==> src/rtl/mul3_seq.sv <==
// mul3_seq: sequential three-operand unsigned multiplier.
// Computes P1 = a*b and then P2 = P1*c with a radix-2 shift-add datapath,
// one multiplier bit per clock, full-width results with no truncation.
//
// Ports:
//   clk        clock, all state updates on the rising edge
//   rst_n      synchronous active-low reset
//   in_valid   a/b/c valid
//   in_ready   block idle and able to accept operands
//   a, b       WA-bit unsigned operands
//   c          WC-bit unsigned operand
//   out_valid  P1/P2 valid, held until out_ready is sampled high
//   out_ready  consumer accepts the result
//   P1         a*b,   2*WA bits, registered
//   P2         a*b*c, 2*WA+WC bits, registered
//
// state | meaning
// IDLE  | waiting for in_valid, in_ready high
// MUL1  | shift-add of a by b, one bit of b per edge
// MUL2  | shift-add of P1 by c, one bit of c per edge
// DONE  | result presented, waiting for out_ready
module mul3_seq #(
    parameter int WA = 4,
    parameter int WC = 8
) (
    input  logic                 clk,
    input  logic                 rst_n,
    input  logic                 in_valid,
    output logic                 in_ready,
    input  logic [WA-1:0]        a,
    input  logic [WA-1:0]        b,
    input  logic [WC-1:0]        c,
    output logic                 out_valid,
    input  logic                 out_ready,
    output logic [2*WA-1:0]      P1,
    output logic [2*WA+WC-1:0]   P2
);

    localparam int WP1  = 2 * WA;
    localparam int WP2  = 2 * WA + WC;
    localparam int MAXW = (WA > WC) ? WA : WC;
    localparam int CW   = $clog2(MAXW);
    localparam logic [CW-1:0] LAST1 = CW'(WA - 1);
    localparam logic [CW-1:0] LAST2 = CW'(WC - 1);

    typedef enum logic [1:0] {IDLE, MUL1, MUL2, DONE} state_t;

    state_t          state;
    logic [CW-1:0]   cnt;
    logic [WP1-1:0]  acc1;
    logic [WP1-1:0]  mcand1;
    logic [WA-1:0]   mplier1;
    logic [WP2-1:0]  acc2;
    logic [WP2-1:0]  mcand2;
    logic [WC-1:0]   mplier2;
    logic [WP1-1:0]  sum1;
    logic [WP2-1:0]  sum2;

    // The multiplicand is pre-shifted and the multiplier shifted down each
    // edge, so bit 0 of the multiplier register is always multiplier bit cnt
    // and the added term is always operand << cnt.
    always_comb begin
        sum1 = acc1 + (mplier1[0] ? mcand1 : '0);
        sum2 = acc2 + (mplier2[0] ? mcand2 : '0);
    end

    assign in_ready = (state == IDLE) && rst_n;

    always_ff @(posedge clk) begin
        if (!rst_n) begin
            state     <= IDLE;
            cnt       <= '0;
            acc1      <= '0;
            mcand1    <= '0;
            mplier1   <= '0;
            acc2      <= '0;
            mcand2    <= '0;
            mplier2   <= '0;
            out_valid <= 1'b0;
            P1        <= '0;
            P2        <= '0;
        end else begin
            case (state)
                IDLE: begin
                    if (in_valid) begin
                        mcand1  <= {{WA{1'b0}}, a};
                        mplier1 <= b;
                        mplier2 <= c;
                        acc1    <= '0;
                        acc2    <= '0;
                        cnt     <= '0;
                        state   <= MUL1;
                    end
                end
                MUL1: begin
                    if (cnt == LAST1) begin
                        P1     <= sum1;
                        mcand2 <= {{WC{1'b0}}, sum1};
                        acc1   <= '0;
                        cnt    <= '0;
                        state  <= MUL2;
                    end else begin
                        acc1    <= sum1;
                        mcand1  <= mcand1 << 1;
                        mplier1 <= mplier1 >> 1;
                        cnt     <= cnt + CW'(1);
                    end
                end
                MUL2: begin
                    if (cnt == LAST2) begin
                        P2        <= sum2;
                        out_valid <= 1'b1;
                        cnt       <= '0;
                        state     <= DONE;
                    end else begin
                        acc2    <= sum2;
                        mcand2  <= mcand2 << 1;
                        mplier2 <= mplier2 >> 1;
                        cnt     <= cnt + CW'(1);
                    end
                end
                DONE: begin
                    if (out_ready) begin
                        out_valid <= 1'b0;
                        state     <= IDLE;
                    end
                end
                default: state <= IDLE;
            endcase
        end
    end

endmodule

==> config.mk <==
export PLATFORM = sky130hd
export DESIGN_NAME = mul3_seq
export DESIGN_NICKNAME = d
export VERILOG_FILES = /design/src/rtl/mul3_seq.sv
export SDC_FILE = /design/constraint.sdc
export NUM_CORES = 1
export LEC_CHECK = 0
export ABC_AREA = 1
export CAP_MARGIN = 20
export CORE_MARGIN = 2
export CORE_UTILIZATION = 52
export DETAILED_ROUTE_END_ITERATION = 12
export GPL_TIMING_DRIVEN = 0
export HOLD_SLACK_MARGIN = 0.15
export MAX_ROUTING_LAYER = met4
export PLACE_DENSITY_LB_ADDON = 0.08
export SLEW_MARGIN = 20
export SYNTH_ARGS = -nofsm -noshare
export SYNTH_HDL_FRONTEND = slang
export SYNTH_SLANG_ARGS = --single-unit
==> constraint.sdc <==
create_clock -name clk -period 2.1 [get_ports clk]
set_input_delay 0.315 -clock clk [delete_from_list [all_inputs] [get_ports clk]]
set_output_delay 0.315 -clock clk [all_outputs]
set_load 0.01 [all_outputs]
== Word level (Yosys, flattened, before mapping) ==
Index checks and enable logic that the tools add are counted.

* Register bits: 90
* Bits of input ports: 20
* Output and inout port bits: 26
* Logic and storage cells: 73

* $add $sub $neg: 3
* Equality and inequality tests: 11
* Multiplexer cells: 32
* Reductions and logical operators: 16

{| class="wikitable"
|+ Operators by type and width
! operator !! count
|-
| two-way mux 16 bit || 5
|-
| one-hot mux 16 bit (2 select lines) || 2
|-
| two-way mux 8 bit || 7
|-
| one-hot mux 8 bit (2 select lines) || 3
|-
| adder 16 bit || 1
|-
| != test 2 bit (second input constant) || 6
|-
| AND reduction 3 bit || 4
|-
| two-way mux 3 bit || 3
|-
| one-hot mux 3 bit (3 select lines) || 1
|-
| adder 8 bit || 1
|-
| two-way mux 2 bit || 4
|-
| two-way mux 4 bit || 2
|-
| one-hot mux 2 bit (4 select lines) || 1
|-
| one-hot mux 4 bit (2 select lines) || 1
|-
| AND reduction 2 bit || 4
|-
| nonzero test 2 bit || 4
|-
| equality test 2 bit (second input constant) || 2
|-
| AND reduction 4 bit || 1
|-
| adder 3 x 1 -> 3 bit (second input constant) || 1
|-
| equality test 3 x 2 -> 1 bit (second input constant) || 1
|-
| equality test 3 bit (second input constant) || 1
|-
| nonzero test 3 bit || 1
|-
| equality test 2 x 1 -> 1 bit (second input constant) || 1
|-
| logical NOT 2 bit || 1
|-
| other kinds (3) || 4
|}

== Depth between registers and ports, before layout ==
* Word-level depth: 4
* Depth in mapped cells: 17
* Gate-level depth less buffers: 15

== Worst setup path after synthesis ==
No wires, ideal clock.

* Path type: register to register
* From: reg mplier2[0]
* To: reg P2[12]
* Library setup time: 0.109 ns
* Data arrival time: 1.982 ns
* Data required time: 1.991 ns
* Setup slack: 0.009 ns
* Cell stages (with the launch flop): 16
* Path buffers: 2
* Clock period less this slack: 2.091 ns
* Cells stage by stage: dfxtp_1 clkbuf_1 clkbuf_1 nand2_1 inv_1 ha_1 fa_1 nand2_1 o21ai_1 nand3_1 nand3_1 nand2_1 nand2_1 nand2_1 nand2_1 inv_1

* Word-level cells in the longest chain between the ends: 2

{| class="wikitable"
|+ RTL lines
! item !! RTL line !! text
|-
| from (decl) || 55 || <nowiki>logic [WC-1:0] mplier2;</nowiki>
|-
| from (signal assigned) || 118 || <nowiki>mplier2 <= mplier2 >> 1;</nowiki>
|-
| two-way mux 16 bit || 64 || <nowiki>sum2 = acc2 + (mplier2[0] ? mcand2 : '0);</nowiki>
|-
| adder 16 bit || 64 ||
|-
| to (signal assigned) || 111 || <nowiki>P2 <= sum2;</nowiki>
|-
| to (decl) || 36 || <nowiki>output logic [2*WA+WC-1:0] P2</nowiki>
|}

No other way between the ends.
A chain may end at the register's enable or synchronous reset.

== Worst setup path after layout ==
* From: in rst_n
* To: out in_ready

* Word-level cells in the longest chain between the ends: 1

{| class="wikitable"
|+ RTL lines
! item !! RTL line !! text
|-
| from (decl) || 27 || <nowiki>input logic rst_n,</nowiki>
|-
| logical AND 1 bit || 67 || <nowiki>assign in_ready = (state == IDLE) && rst_n;</nowiki>
|-
| to (decl) || 29 || <nowiki>output logic in_ready,</nowiki>
|}

No other way between the ends.

==> flow_results.xml <==
<?xml version="1.0" encoding="UTF-8"?>
<metrics>
  <group name="global_routing">
    <metric name="grt_pass1_vias" unit="">4564</metric>
    <metric name="antenna_found_initial" unit="">0</metric>
    <metric name="grt_max_degree" unit="">16</metric>
    <metric name="grt_first_pass_wirelength" unit="um">20370</metric>
    <metric name="global_route.overflow_total" unit="">0</metric>
    <metric name="grt_use_total" unit="%">25.62</metric>
  </group>
  <group name="drt">
    <metric name="overall_via_count_from_detail_route" unit="">4788</metric>
    <metric name="number_of_nets_with_antenna_violations_after_routing" unit="">0</metric>
    <metric name="avgRoutedWirePerCell" unit="um">13.35</metric>
    <metric name="route.detailed.vias_per_inst" unit="">5.099</metric>
    <metric name="first_iter_violations" unit="">230</metric>
    <metric name="detail_route.wirelength" unit="um">12540</metric>
    <metric name="detail_route.first_pass.iterations" unit="">5</metric>
    <metric name="route.detailed.drc" unit="">0</metric>
  </group>
  <group name="cts">
    <metric name="clock_tree_from_tritoncts" unit="">yes</metric>
    <metric name="clock_latency" unit="ns">0.36</metric>
    <metric name="ctsHtreeMaxLevel" unit="">3</metric>
    <metric name="cts_root_buffer" unit="">clkbuf_8</metric>
    <metric name="path_clk_slew" unit="ns">0.09</metric>
    <metric name="cts-buffers-inserted" unit="">9</metric>
    <metric name="clock_sinks" unit="">90</metric>
    <metric name="clockBufferDepth" unit="">2</metric>
  </group>
  <group name="critical_path">
    <metric name="critical_path.startpoint_type" unit="">primary input</metric>
    <metric name="timing.critical_path.cells" unit="">clkdlybuf4s50_1, buf_6, nand2_1, inv_1, clkdlybuf4s50_1</metric>
    <metric name="critPathRequiredTime" unit="ns">1.78</metric>
    <metric name="crit_family" unit="">buffers and inverters</metric>
    <metric name="cp-end-kind" unit="">output pin</metric>
    <metric name="worst_path_max_delay_cell" unit="">clkdlybuf4s50_1</metric>
    <metric name="worst-path-buf-inv" unit="">4</metric>
    <metric name="worst-setup-path-type" unit="">primary input to output pin</metric>
    <metric name="longest_individual_stage_delay_on_the_worst_path" unit="ns">0.57</metric>
    <metric name="timing.critical_path.arrival" unit="ns">1.71</metric>
    <metric name="timing.critical_path.mode_cell" unit="">clkdlybuf4s50_1</metric>
    <metric name="worstPathMaxFanout" unit="">10</metric>
  </group>
  <group name="floorplanning">
    <metric name="fp.dieH" unit="um">102.3</metric>
    <metric name="die_area" unit="um2">10460</metric>
    <metric name="core" unit="um2">9284</metric>
    <metric name="row_count" unit="">35</metric>
    <metric name="initial_core_util" unit="%">54.08</metric>
    <metric name="die_w" unit="um">102.3</metric>
    <metric name="ioPinCount" unit="">46</metric>
  </group>
  <group name="yosys">
    <metric name="synth_enable_flop_cells" unit="">0</metric>
    <metric name="synth_commonest_cells" unit="">nand2_1 (226), inv_1 (97), dfxtp_1 (90)</metric>
    <metric name="yosys.cell_count.top_type" unit="">nand2_1</metric>
    <metric name="synth.net_count" unit="">798</metric>
    <metric name="yosys.area.top_type_share" unit="%">35.88</metric>
    <metric name="netlist_instances" unit="">744</metric>
    <metric name="yosysTopAreaCell" unit="">dfxtp_1</metric>
    <metric name="synth_warnings" unit="">0</metric>
    <metric name="synth-main-ff-cell" unit="">dfxtp_1</metric>
    <metric name="seq_area_frac_synth" unit="%">35.88</metric>
    <metric name="yosys_register_bits" unit="">90</metric>
    <metric name="asyncSetResetFlopFracSynth" unit="%">0</metric>
    <metric name="avgSynthCellArea" unit="um2">6.749</metric>
    <metric name="synth.distinct_cells" unit="">36</metric>
    <metric name="syn_area" unit="um2">5021</metric>
    <metric name="netlist_top_cells_area" unit="">dfxtp_1 (36%), nand2_1 (17%), ha_1 (8.0%)</metric>
  </group>
  <group name="placement">
    <metric name="numPortBuffers" unit="">45</metric>
    <metric name="dp_hpwl" unit="um">9305</metric>
    <metric name="finalWeightedCongestion" unit="">0.9613</metric>
  </group>
  <group name="finish">
    <metric name="fillerInstances" unit="">870</metric>
    <metric name="syn_to_final_growth" unit="%">20.71</metric>
    <metric name="layout.core_utilization" unit="%">65.28</metric>
    <metric name="layout_cell_share_with_drive_strength_beyond_1" unit="%">10.62</metric>
    <metric name="num-nets-final" unit="">859</metric>
    <metric name="diodes" unit="">0</metric>
  </group>
  <group name="min_path">
    <metric name="hold_class" unit="">flop to flop</metric>
  </group>
  <group name="sta">
    <metric name="rsz0062_at_grt" unit="">yes</metric>
    <metric name="slew_headroom" unit="%">59.38</metric>
    <metric name="tightest_slew" unit="ns">0.6093</metric>
    <metric name="finalHoldViolations" unit="">0</metric>
    <metric name="holdWs" unit="ns">0.4689</metric>
    <metric name="final_max_slew_viol_count" unit="">0</metric>
    <metric name="report.final.setup_viol" unit="">0</metric>
    <metric name="fmaxAchievable" unit="MHz">493.7</metric>
    <metric name="fin_crit" unit="ns">2.025</metric>
    <metric name="layout_worst_path_cycle_share" unit="%">96.45</metric>
    <metric name="finalClockSkew" unit="ns">0.01206</metric>
  </group>
  <group name="power">
    <metric name="power.ir.vdd_worst" unit="uV">509.2</metric>
    <metric name="power.density_cell_area" unit="nW/um2">812.4</metric>
    <metric name="power_leakage" unit="uW">0.002954</metric>
    <metric name="fin_total_pwr" unit="uW">4924</metric>
  </group>
  <group name="outcome">
    <metric name="run_status" unit="">completed</metric>
  </group>
  <group name="job">
    <metric name="drv.max_cap_violation_count" unit="">0</metric>
  </group>
</metrics>
==> metrics by stage <==
| step | setup slack [ns] | std cells | area (um2) | TNS [ns] |
|---|---|---|---|---|
| after CTS | 0.01585 | 935 | 5882 | 0 |
| after global placement | -0.4712 | 918 | 5633 | -6.360 |
| after global routing | -0.03161 | 939 | 6061 | -0.05240 |
| after detailed placement | -0.4792 | 918 | 5633 | -6.702 |
| final | 0.07454 | 939 | 6061 | 0 |
| after floorplan | 0.008755 | 744 | 5021 | 0 |
==> worst paths after layout <==
| path | cells past startpoint | endpoint | startpoint | slack [ns] |
|---|---|---|---|---|
| worst max register to register | 15 | P2[14]$_SDFFE_PN0P_ | mplier2[0]$_SDFFE_PN0P_ | 0.13 |
| worst min register to register | 2 | mcand1[7]$_SDFFE_PN0P_ | mcand1[7]$_SDFFE_PN0P_ | 0.47 |
| worst min-delay path | 2 | mcand1[7]$_SDFFE_PN0P_ | mcand1[7]$_SDFFE_PN0P_ | 0.47 |
| worst max-delay path | 5 | in_ready | rst_n | 0.07 |
==> final cells by class <==
cell class | instances | area (um2) | area share [%]
multi-input combinational | 521 | 2814 | 46.43
sequential | 90 | 1808 | 29.83
timing repair buffer | 52 | 503.0 | 8.299
inverter | 105 | 394.1 | 6.503
buffer | 26 | 176.4 | 2.911
tap | 129 | 161.4 | 2.663
clock buffer | 10 | 137.6 | 2.271
clock inverter | 6 | 66.31 | 1.094
==> cell families after synthesis <==
group                      share of synthesized area, %
and+or+nand+nor                                   27.76
AOI/OAI and AO/OA                                 14.25
buffers and inverters                             11.06
DFF                                               35.88
adders and majority gates                         8.771
xor gates and xnor gates                          2.268
==> sequential cells by signal (all words and copies together) (netlist names) <==
signal and cells:
mcand2 16, acc1 8, mcand1 8, state 2, out_valid 1, acc2 16, P2 16, cnt 3
mplier1 4, mplier2 8, P1 8
==> cell usage in the layout (no fill, tap or decap), types with 4 or more instances in the layout <==
master	instances
nand2_1	218
inv_1	95
dfxtp_1	87
a21oi_1	67
nor2_1	57
clkdlybuf4s50_1	45
o21ai_0	39
nand3_1	37
ha_1	23
a31oi_1	14
xor2_1	12
buf_4	11
clkbuf_1	11
clkbuf_8	10
inv_2	9
nand2_2	6
buf_6	6
ha_4	6
nand4_1	4
==> tightest hold or removal path, cell delays in order, from the launching register on <==
cell	delay [ns]
dfxtp_1	0.32
nand2_1	0.06
a21oi_1	0.05
==> where the power goes <==
part,leakage (uW),switching (uW),internal [uW],total [uW]
Combinational,0.00213,1070,596,1660
Sequential,0.000731,135,1900,2030
Clock,0.0000945,648,582,1230
==> per-layer routing <==
layer / part of all wire, % / wire length (um) / vias to the layer above / GRT usage [%]
li1: - / - / 2477 / -
met4: 1.6 / 206 / 0 / 10.15
met3: 4.1 / 519 / 19 / 3.488
met1: 43 / 5400 / 2203 / 29.09
met2: 51 / 6407 / 89 / 45.45
met5: 0 / 0 / - / -
==> timing repair <==
| item | CTS | global route |
|---|---|---|
| setup buffers | 2 | 5 |
| hold buffers | 0 | 0 |
| resized for setup | 13 | 32 |
| setup endpoints to repair | 27 | 50 |
| pin swaps | 1 | 12 |
(Power assumes the default switching activity.)
